`config.mk`:
```
export PLATFORM = sky130hd
export DESIGN_NAME = mem_master
export DESIGN_NICKNAME = d
export VERILOG_FILES = /design/src/rtl/mem_master_pkg.sv /design/src/rtl/mem_master_timer.sv /design/src/rtl/mem_master.sv
export SDC_FILE = /design/constraint.sdc
export NUM_CORES = 1
export LEC_CHECK = 0
export CAP_MARGIN = 25
export CORE_MARGIN = 8
export CORE_UTILIZATION = 30
export DETAILED_ROUTE_END_ITERATION = 10
export GPL_TIMING_DRIVEN = 0
export PLACE_DENSITY_LB_ADDON = 0.25
export SYNTH_ARGS = -nofsm -noshare
export SYNTH_HDL_FRONTEND = slang
export SYNTH_SLANG_ARGS = --single-unit
```
`constraint.sdc`:
```
create_clock -name clk -period 2.17 [get_ports clk]
set_input_delay 0.3255 -clock clk [delete_from_list [all_inputs] [get_ports clk]]
set_output_delay 0.3255 -clock clk [all_outputs]
set_load 0.05 [all_outputs]
```
`src/rtl/mem_master_pkg.sv`:
```
// mem_master_pkg: shared state encoding, response status codes and stats width for mem_master.
package mem_master_pkg;
  typedef enum logic [1:0] {
    ST_IDLE   = 2'd0,
    ST_ACCESS = 2'd1,
    ST_DONE   = 2'd2
  } state_e;
  localparam logic [1:0] STS_OK      = 2'b00;
  localparam logic [1:0] STS_RANGE   = 2'b01;
  localparam logic [1:0] STS_TIMEOUT = 2'b10;
  localparam int STAT_W = 16;
endpackage

```
`src/rtl/mem_master_timer.sv`:
```
// mem_master_timer: access watchdog; expire is high on the TIMEOUT-th enabled cycle after clear.
module mem_master_timer #(
  parameter int TIMEOUT = 32
) (
  input  logic clk,
  input  logic reset,
  input  logic clear,
  input  logic en,
  output logic expire
);
  localparam int CW = (TIMEOUT > 2) ? $clog2(TIMEOUT) : 1;
  logic [CW-1:0] cnt_q, cnt_d;
  always_comb cnt_d = clear ? '0 : (en ? cnt_q + 1'b1 : cnt_q);
  always_ff @(posedge clk or negedge reset)
    if (!reset) cnt_q <= '0;
    else cnt_q <= cnt_d;
  assign expire = en && (cnt_q == CW'(TIMEOUT - 1));
endmodule

```
`src/rtl/mem_master.sv`:
```
// mem_master: one-at-a-time command engine driving the wr/rd memory bus with range check and timeout.
// Optional MEM_MASTER_STATS_EN adds saturating wr/rd/err completion counters.
module mem_master
  import mem_master_pkg::*;
#(
  parameter int ADDR_WIDTH = 8,
  parameter int DATA_WIDTH = 32,
  parameter int MEM_SIZE   = 16,
  parameter int TIMEOUT    = 32
) (
  input  logic                  clk,
  input  logic                  reset,
  input  logic                  cmd_valid,
  output logic                  cmd_ready,
  input  logic                  cmd_wr,
  input  logic [ADDR_WIDTH-1:0] cmd_addr,
  input  logic [DATA_WIDTH-1:0] cmd_wdata,
  output logic                  rsp_valid,
  input  logic                  rsp_ready,
  output logic [DATA_WIDTH-1:0] rsp_rdata,
  output logic [1:0]            rsp_status,
  output logic                  wr,
  output logic                  rd,
  output logic [ADDR_WIDTH-1:0] addr,
  output logic [DATA_WIDTH-1:0] wdata,
  input  logic [DATA_WIDTH-1:0] rdata,
`ifdef MEM_MASTER_STATS_EN
  output logic [STAT_W-1:0]     wr_count,
  output logic [STAT_W-1:0]     rd_count,
  output logic [STAT_W-1:0]     err_count,
`endif
  input  logic                  response
);
  state_e                state_q, state_d;
  logic                  cmd_ready_q, cmd_ready_d;
  logic                  wr_q, wr_d, rd_q, rd_d;
  logic [ADDR_WIDTH-1:0] addr_q, addr_d;
  logic [DATA_WIDTH-1:0] wdata_q, wdata_d;
  logic                  rsp_valid_q, rsp_valid_d;
  logic [DATA_WIDTH-1:0] rsp_rdata_q, rsp_rdata_d;
  logic [1:0]            rsp_status_q, rsp_status_d;
  logic                  expire, cmd_hs, rsp_hs, in_range, in_access;
  assign cmd_hs    = cmd_valid && cmd_ready_q;
  assign rsp_hs    = rsp_valid_q && rsp_ready;
  assign in_range  = 64'(cmd_addr) < 64'(MEM_SIZE);
  assign in_access = state_q == ST_ACCESS;
  mem_master_timer #(.TIMEOUT(TIMEOUT)) u_timer (
    .clk    (clk),
    .reset  (reset),
    .clear  (!in_access),
    .en     (in_access),
    .expire (expire)
  );
  always_comb begin
    state_d      = state_q;
    wr_d         = wr_q;
    rd_d         = rd_q;
    addr_d       = addr_q;
    wdata_d      = wdata_q;
    rsp_valid_d  = rsp_valid_q;
    rsp_rdata_d  = rsp_rdata_q;
    rsp_status_d = rsp_status_q;
    unique case (state_q)
      ST_IDLE:
        if (cmd_hs && in_range) begin
          state_d = ST_ACCESS;
          wr_d    = cmd_wr;
          rd_d    = !cmd_wr;
          addr_d  = cmd_addr;
          wdata_d = cmd_wdata;
        end else if (cmd_hs) begin
          state_d      = ST_DONE;
          rsp_valid_d  = 1'b1;
          rsp_rdata_d  = '0;
          rsp_status_d = STS_RANGE;
        end
      ST_ACCESS:
        // a response arriving on the expiry cycle still counts as success
        if (response || expire) begin
          state_d      = ST_DONE;
          wr_d         = 1'b0;
          rd_d         = 1'b0;
          rsp_valid_d  = 1'b1;
          rsp_rdata_d  = (response && rd_q) ? rdata : '0;
          rsp_status_d = response ? STS_OK : STS_TIMEOUT;
        end
      ST_DONE:
        if (rsp_hs) begin
          state_d     = ST_IDLE;
          rsp_valid_d = 1'b0;
        end
      default: state_d = ST_IDLE;
    endcase
    cmd_ready_d = state_d == ST_IDLE;
  end
  always_ff @(posedge clk or negedge reset)
    if (!reset) begin
      state_q      <= ST_IDLE;
      cmd_ready_q  <= 1'b0;
      wr_q         <= 1'b0;
      rd_q         <= 1'b0;
      addr_q       <= '0;
      wdata_q      <= '0;
      rsp_valid_q  <= 1'b0;
      rsp_rdata_q  <= '0;
      rsp_status_q <= STS_OK;
    end else begin
      state_q      <= state_d;
      cmd_ready_q  <= cmd_ready_d;
      wr_q         <= wr_d;
      rd_q         <= rd_d;
      addr_q       <= addr_d;
      wdata_q      <= wdata_d;
      rsp_valid_q  <= rsp_valid_d;
      rsp_rdata_q  <= rsp_rdata_d;
      rsp_status_q <= rsp_status_d;
    end
  assign cmd_ready  = cmd_ready_q;
  assign wr         = wr_q;
  assign rd         = rd_q;
  assign addr       = addr_q;
  assign wdata      = wdata_q;
  assign rsp_valid  = rsp_valid_q;
  assign rsp_rdata  = rsp_rdata_q;
  assign rsp_status = rsp_status_q;
`ifdef MEM_MASTER_STATS_EN
  logic [STAT_W-1:0] wr_count_q, wr_count_d, rd_count_q, rd_count_d, err_count_q, err_count_d;
  logic              ok_wr, ok_rd, err;
  assign ok_wr = in_access && response && wr_q;
  assign ok_rd = in_access && response && rd_q;
  assign err   = (in_access && !response && expire) || (state_q == ST_IDLE && cmd_hs && !in_range);
  always_comb begin
    wr_count_d  = wr_count_q + STAT_W'(ok_wr && wr_count_q != '1);
    rd_count_d  = rd_count_q + STAT_W'(ok_rd && rd_count_q != '1);
    err_count_d = err_count_q + STAT_W'(err && err_count_q != '1);
  end
  always_ff @(posedge clk or negedge reset)
    if (!reset) begin
      wr_count_q  <= '0;
      rd_count_q  <= '0;
      err_count_q <= '0;
    end else begin
      wr_count_q  <= wr_count_d;
      rd_count_q  <= rd_count_d;
      err_count_q <= err_count_d;
    end
  assign wr_count  = wr_count_q;
  assign rd_count  = rd_count_q;
  assign err_count = err_count_q;
`endif
endmodule
```
### Word-level counts from Yosys, hierarchy flattened

Cells that the tools add are included.

| cells by class | value |
|---|---|
| eq/ne operators | 8 |
| $lt $le $gt $ge | 1 |
| multiplexer cells | 26 |
| $add $sub $neg | 1 |
| reductions and logical operators | 15 |

Operators by type and width:

| operator | count |
|---|---|
| 2-to-1 mux 32 bit | 4 |
| case mux 32 bit (2 select lines) | 1 |
| 2-to-1 mux 2 bit | 8 |
| inequality test 2 bit (second input constant) | 5 |
| less-than comparator 8 x 5 -> 1 bit (second input constant) | 1 |
| 2-to-1 mux 1 bit | 7 |
| case mux 2 bit (3 select lines) | 1 |
| adder 5 x 1 -> 5 bit (second input constant) | 1 |
| == test 5 bit (second input constant) | 1 |
| logical AND 1 bit | 5 |
| 2-to-1 mux 5 bit | 1 |
| AND reduction 5 bit | 1 |
| zero test 2 bit | 2 |
| case mux 1 bit (2 select lines) | 2 |
| case mux 2 bit (2 select lines) | 1 |
| AND reduction 4 bit | 1 |
| case mux 1 bit (3 select lines) | 1 |
| AND reduction 3 bit | 1 |
| nonzero test 3 bit | 1 |
| == test 2 x 1 -> 1 bit (second input constant) | 1 |
| == test 2 bit (second input constant) | 1 |
| AND reduction 2 bit | 1 |
| nonzero test 2 bit | 1 |
| zero test 1 bit | 1 |
| logical OR 1 bit | 1 |

| word-level totals | value |
|---|---|
| word-level logic and storage cells | 61 |
| bits in registers | 85 |

### Longest topological paths before layout

Gate-level depths: netlist (run 1).

| logic depth | value |
|---|---|
| depth in word-level cells | 6 |
| mapped depth | 7 |

### Hierarchy

From an unflattened synthesis (run 1), not the netlist that was laid out.

| unflattened totals | value |
|---|---|
| cells, all modules | 322 |
| area total of the unflattened synthesis | 3898.7 um^2 |

Modules (own cells, without submodules):

| module | times used | area an instance (um^2) | cells each |
|---|---|---|---|
| mem_master | 1 | 3613.5 | 299 |
| mem_master_timer | 1 | 285.3 | 23 |

### Worst setup path after synthesis (run 1)

No wires, ideal clock.

| path | value |
|---|---|
| kind | reg2reg |
| start | reg u_timer.cnt_q[0] |
| end | reg rsp_rdata_q[0] (netlist: rsp_rdata[0]) |
| clock period less this slack | 1.909 ns |
| data required time | 2.103 ns |
| setup time | 0.067 ns |
| slack | 0.261 ns |
| path buffers | 1 |
| data arrival time | 1.842 ns |
| cell stages (with the launch flop) | 8 |
| cell sequence | dfrtp_1 ha_1 and3_1 ha_1 or2_2 a22oi_4 buf_6 a22o_1 |

| on the way | value |
|---|---|
| word-level cells in the longest chain between the ends | 5 |

Ends and longest elaborated chain:

| item | line | text |
|---|---|---|
| start: declaration | mem_master_timer.sv:12 | `logic [CW-1:0] cnt_q, cnt_d;` |
| start signal: assignment | mem_master_timer.sv:16 | `else cnt_q <= cnt_d;` |
| == test 5 bit | mem_master_timer.sv:17 | `assign expire = en && (cnt_q == CW'(TIMEOUT - 1));` |
| logical AND 1 bit | mem_master_timer.sv:17 |  |
| logical OR 1 bit | mem_master.sv:79 | `if (response \|\| expire) begin` |
| inequality test 2 bit (no source line) | -- |  |
| AND reduction 4 bit (no source line) | -- |  |
| end signal: assignment | mem_master.sv:115 | `rsp_rdata_q <= rsp_rdata_d;` |
| end: declaration | mem_master.sv:40 | `logic [DATA_WIDTH-1:0] rsp_rdata_q, rsp_rdata_d;` |

No other way between the ends.
A chain may end at the register's enable or synchronous reset.

### Worst setup path after layout (run 1)

| path | value |
|---|---|
| start | reg u_timer.cnt_q[0] |
| end | reg rsp_rdata_q[9] (netlist: rsp_rdata[9]) |

The elaborated chain is that of the path after synthesis.

==> impl_metrics.json, run 1 <==
{
  "syn_to_final_growth_pct": 62.36,
  "slew_viol_final": 0,
  "crit_chain": "ha_1 > and3_1 > ha_1 > or2_2 > a22oi_4 > buf_6 > a22o_1",
  "hpwl_um": 6591,
  "power_density_nw_per_um2": 1161,
  "dieArea_um2": 14180,
  "clkTransAtPathRegs_ns": 0.08,
  "hold_class": "flop to flop",
  "synth.area.top_cells": "dfrtp_1, mux2_2, a22o_1",
  "tns_ns": 0,
  "syn-num-nets": 288,
  "grt_pass1_wl_um": 14060,
  "peakVddDrop_mv": 0.5894,
  "outcome": "finished, final reports clean",
  "synth_area_um2": 3188,
  "synth.avg_cell_area_um2": 15.33,
  "skew_ns": 0.01057,
  "final.period_utilization_pct": 94.64,
  "maxCapViolCount": 0,
  "whs_ns": 0.4627,
  "cpPeakStageDelay_ns": 0.40,
  "grtUsageTotal_pct": 12.24,
  "io_pins": 156,
  "cts_buffer_depth": 2,
  "p_leak_uw": 0.002330,
  "grt-ovfl-total": 0,
  "required_ns": 2.44,
  "drt_first_pass_iters": 4,
  "row_count": 37,
  "syn_inst": 208,
  "rrSetupSlack_ns": 0.12,
  "synthTopCellsByCount": "dfrtp_1, mux2_2, a22o_1",
  "synth_cell_types": 27,
  "synth_most_common_cell": "dfrtp_1",
  "coreArea_um2": 10320,
  "drt_iter0_drc": 65,
  "cts_tree": "built",
  "synth_edf_count": 0,
  "ys_dominant_reg_cell": "dfrtp_1",
  "finalHoldViolations": 0,
  "cp_common_cell": "ha_1",
  "wl_um": 8682,
  "async_reset_ff_share_pct": 100.0,
  "drc": 0,
  "synth_top_area_share_pct": 66.72,
  "io_buffers": 155,
  "worst_pin_slew_ns": 0.5555,
  "h-tree-depth": 3,
  "diodes": 0,
  "antenna_found_initial": 0,
  "die_x_um": 119.1,
  "first_global_vias": 2645,
  "grt_max_degree": 46,
  "ys_warn_count": 0,
  "seq_area_frac_synth_pct": 66.72,
  "start_util_pct": 30.88,
  "cts-root-buf": "clkbuf_8",
  "worst_setup_path_end_kind": "flop",
  "setup_viol": 0,
  "wl_per_cell_um": 16.76,
  "cts_sinks": 85,
  "ant_nets": 0,
  "ys_seq_elements": 85,
  "crit_slowest_cell": "dfrtp_1",
  "path_class": "flop to flop",
  "period_needed_ns": 2.054,
  "place_congestion": 0.7185,
  "crit_fanout": 10,
  "die_h_um": 119.1,
  "yosys.area.top_type": "dfrtp_1",
  "relSlewSlack_pct": 62.97,
  "cp-start-kind": "flop",
  "layout-drive-gt1-share_pct": 18.06,
  "clkLatencyLatePin_ns": 0.33,
  "crit_arrival_ns": 2.32,
  "avgViaCountPerCell": 4.577,
  "postCtsResizedCells": 0,
  "max_freq_mhz": 486.9,
  "final_nets": 457,
  "vias": 2371,
  "cts_buffers": 9,
  "rsz0062_at_grt": "no"
}
==> path summary, 6_finish.rpt <==
path | endpoint | from | depth (start not counted)
worst min-delay path | u_timer.cnt_q[0] | u_timer.cnt_q[0] | 1
worst max-delay path | rsp_rdata[9] | u_timer.cnt_q[0] | 7
worst min register to register | u_timer.cnt_q[0] | u_timer.cnt_q[0] | 1
worst max register to register | rsp_rdata[9] | u_timer.cnt_q[0] | 7
max in group asynchronous | rsp_rdata[13] | reset | 3
min in group asynchronous | addr[1] | reset | 2
==> worst max-delay path, delay by kind of cell, from the launching register on <==
| kind | cells | cell delay [ns] |
|---|---|---|
| buffers and inverters | 1 | 0.20 |
| AOI/OAI and AO/OA | 2 | 0.43 |
| adders and majority gates | 2 | 0.42 |
| DFF | 1 | 0.40 |
| and+or+nand+nor | 2 | 0.53 |
==> cell families after synthesis <==
| kind of cell | after synthesis | share of synthesized area [%] |
|---|---|---|
| muxes | 36 | 12.72 |
| DFF | 85 | 66.72 |
| AOI/OAI and AO/OA | 42 | 11.34 |
| and+or+nand+nor | 30 | 5.691 |
| adders and majority gates | 2 | 0.7848 |
| buffers and inverters | 11 | 2.198 |
| xor gates and xnor gates | 2 | 0.5496 |
==> registers in the layout, indices dropped and copies added, names as in the netlist, 2 cells and up <==
register and cells:
rsp_rdata 32, wdata 32, addr 8, u_timer.cnt_q 5, rsp_status 2, state_q 2
==> metrics by stage <==
| stage | utilization (%) | area, um^2 | std cells | setup WS, ns | total power [uW] |
|---|---|---|---|---|---|
| after floorplan | - | 3188 | 208 | 0.2608 | 3800 |
| after global placement | 47.56 | 4910 | 499 | -2.404 | 4799 |
| after detailed placement | 47.80 | 4935 | 500 | -0.06399 | 4834 |
| after CTS | 50.07 | 5169 | 517 | 0.04976 | 6100 |
| after global routing | 50.14 | 5176 | 518 | 0.02186 | 6306 |
| final | 50.14 | 5176 | 518 | 0.1164 | 6009 |
==> power breakdown <==
| group | internal [uW] | total [uW] | switching, uW |
|---|---|---|---|
| clock | 678 | 1230 | 555 |
| sequential | 1940 | 2110 | 180 |
| combinational | 1010 | 2660 | 1650 |
| total | 3620 | 6010 | 2390 |
==> per-layer routing <==
metal / global-route usage [%] / routed length, um / part of all wire [%] / vias to the layer above
met5: 0 / 0 / 0 / -
met4: 3.953 / 86 / 0.99 / 0
met3: 5.102 / 798 / 9.2 / 7
met2: 19.70 / 4060 / 47 / 98
met1: 14.53 / 3737 / 43 / 1174
li1: - / - / - / 1092
==> layout make-up <==
cell class / count / area (um^2)
Clock buffer: 10 / 137.6
Sequential cell: 85 / 2127
Timing Repair Buffer: 158 / 1594
Buffer: 11 / 70.07
Tap cell: 136 / 170.2
Multi-Input combinational cell: 112 / 991.0
Clock inverter: 6 / 86.33
Fill cell: 933 / 5147
==> layout by cell type, fill, tap and decap left out, types with 2 or more instances in the layout <==
master,count
a22o_1,32
and2_1,6
and3_1,3
buf_2,5
buf_4,2
buf_6,3
bufinv_16,2
clkbuf_1,3
clkbuf_8,10
clkdlybuf4s50_1,154
clkinv_2,2
dfrtp_1,85
ha_1,2
mux2_2,36
nand2_1,7
nand3_1,2
nor2_1,4
o21ai_0,5
o221ai_1,2
==> repair_timing <==
| item | 4_1_cts | 5_1_grt |
|---|---|---|
| endpoints found under the setup margin | 0 | 15 |
| endpoints found under the hold margin | 40 | 0 |
| hold buffers | 1 | 0 |
| setup buffers | 0 | 1 |
Note: power is estimated with default switching activity, not from simulation.
==> inputs of run 2 (changes only) <==
CORE_UTILIZATION = 40   (was 30)
GPL_ROUTABILITY_DRIVEN = 0   (was not set)
==> run 2 against run 1 <==
  * Total power decreased by 0.13%
  * Largest cell class unchanged
  * Critical path type unchanged
  * Hold slack improved by 0.0092 ns
  * Design area decreased by 0.97%
  * Clock power about the same
  * Sequential share of layout area increased by 0.40 points
  * Clock skew decreased by 0.0022 ns
  * Utilization increased by 16 points
==> impl_metrics.json, run 2 (synthesis results as in run 1) <==
{
  "outcome": "finished, final reports clean",
  "fin_area_um2": 5126,
  "final.period_utilization_pct": 94.75,
  "hold_class": "flop to flop",
  "p_leak_uw": 0.002327,
  "crit_arrival_ns": 2.32,
  "die_x_um": 105.3,
  "clkLatencyLatePin_ns": 0.33,
  "drt_iter0_drc": 41,
  "mostFrequentLayoutCell": "clkdlybuf4s50_1",
  "wl_per_cell_um": 17.86,
  "cts_tree": "built",
  "grt_pass1_wl_um": 14000,
  "path_class": "flop to flop",
  "crit_fanout": 10,
  "crit_slowest_cell": "dfrtp_1",
  "worst_pin_slew_ns": 0.5670,
  "cts-root-buf": "clkbuf_8",
  "syn_to_final_growth_pct": 60.79,
  "drt_first_pass_iters": 4,
  "coreArea_um2": 7727,
  "hpwl_um": 6677,
  "worstReg2RegEnd": "rsp_rdata[11]",
  "skew_ns": 0.008400,
  "h-tree-depth": 3,
  "antenna_found_initial": 0,
  "ant_nets": 0,
  "layout_common_cells": "clkdlybuf4s50_1, dfrtp_1, mux2_2, a22o_1, clkbuf_8",
  "cpPeakStageDelay_ns": 0.40,
  "io_buffers": 155,
  "finalHoldViolations": 0,
  "crit_chain": "ha_1 > and3_1 > ha_1 > or2_2 > a22oi_4 > buf_6 > a22o_1",
  "total_power_uw": 6001,
  "required_ns": 2.44,
  "dieArea_um2": 11080,
  "final_nets": 457,
  "r2r.worst_path.cells": 7,
  "rsz0062_at_grt": "no",
  "cts_sinks": 85,
  "dp.cells": 466,
  "critPathTopFamily": "simple AND/OR/NAND/NOR gates",
  "grt-ovfl-total": 0,
  "period_needed_ns": 2.056,
  "cts_buffers": 9,
  "cp-start-kind": "flop",
  "critical_path.startpoint": "u_timer.cnt_q[0]",
  "maxCapViolCount": 0,
  "avgViaCountPerCell": 4.940,
  "fillers": 576,
  "vias": 2391,
  "worst_setup_path_end_kind": "flop",
  "worstPathBufferInverterCount": 1,
  "relSlewSlack_pct": 62.20,
  "power_density_nw_per_um2": 1171,
  "clkTransAtPathRegs_ns": 0.08,
  "placed_cell_area_um2": 4885,
  "row_count": 32,
  "hold_path_depth": 1,
  "cp_common_cell": "ha_1",
  "wl_um": 8646,
  "diodes": 0,
  "grtUsageTotal_pct": 15.44,
  "worstHoldStart": "u_timer.cnt_q[0]",
  "layout-drive-gt1-share_pct": 18.06,
  "first_global_vias": 2796,
  "grt_max_degree": 44,
  "rrSetupSlack_ns": 0.11,
  "peakVddDrop_mv": 0.5627,
  "die_h_um": 105.3,
  "max_freq_mhz": 486.4,
  "setup_viol": 0,
  "io_pins": 156,
  "holdPathEnd": "u_timer.cnt_q[0]",
  "postCtsResizedCells": 0,
  "slew_viol_final": 0,
  "crit-reg2reg-launch": "u_timer.cnt_q[0]",
  "start_util_pct": 41.26,
  "final-instance-count-excl-fill": 484,
  "drc": 0,
  "cts_buffer_depth": 2
}
## run 2: changes by cell type in the layout (fill, tap and decap cells not counted)
cell	change
buf_12	+1
buf_16	-1
## run 2: worst max-delay path by stage
stage | slack, ns | endpoint | depth (start not counted)
floorplan | 0.26 | rsp_rdata[0] | 7
global placement | -2.25 | addr[0] | 1
detailed placement | -0.01 | wdata[6] | 5
CTS | 0.03 | rsp_rdata[7] | 7
global route | 0.007 | rsp_rdata[8] | 7
finish | 0.11 | rsp_rdata[11] | 7
## run 2: worst reg2reg max path: stages (launching register included)
cell	delay, ns
dfrtp_1	0.40
ha_1	0.23
and3_1	0.19
ha_1	0.20
or2_2	0.33
a22oi_4	0.28
buf_6	0.20
a22o_1	0.15
## run 2: power by group
| group | leakage [uW] | switching [uW] | internal, uW | total (uW) |
|---|---|---|---|---|
| Combinational | 0.00107 | 1660 | 1010 | 2660 |
| Clock | 0.000112 | 542 | 678 | 1220 |
| Sequential | 0.00114 | 182 | 1940 | 2120 |
## run 2: routing by layer
layer / GRT usage, % / share of wire, % / up-vias
met5: 0 / 0 / -
met4: 4.077 / 0.99 / 0
met3: 8.404 / 13 / 9
met2: 25.94 / 48 / 103
met1: 16.50 / 38 / 1182
li1: - / - / 1097
## run 2: area by class of cell
class	instances	area [um^2]	share of cell area, %
Tap cell	102	127.6	2.490
Clock buffer	10	137.6	2.685
Timing Repair Buffer	158	1587	30.95
Multi-Input combinational cell	112	991.0	19.33
Buffer	11	70.07	1.367
Sequential cell	85	2127	41.49
Clock inverter	6	86.33	1.684
## run 2: through the flow
| stage | hold WS [ns] | utilization (%) | setup TNS (ns) | setup WS (ns) |
|---|---|---|---|---|
| after CTS | 0.4758 | 66.24 | 0 | 0.03305 |
| after floorplan | 0.02991 | - | 0 | 0.2608 |
| after global routing | 0.5038 | 66.34 | 0 | 0.006689 |
| after detailed placement | 0.3576 | 63.21 | -0.02144 | -0.009728 |
| after global placement | 0.4536 | 62.99 | -191.06 | -2.252 |
| final | 0.4718 | 66.34 | 0 | 0.1140 |
## run 2: timing repair
item | in CTS | in global routing
hold buffers | 1 | 0
endpoints found under the setup margin | 0 | 30
hold endpoints to repair | 15 | 0
setup buffers | 0 | 1
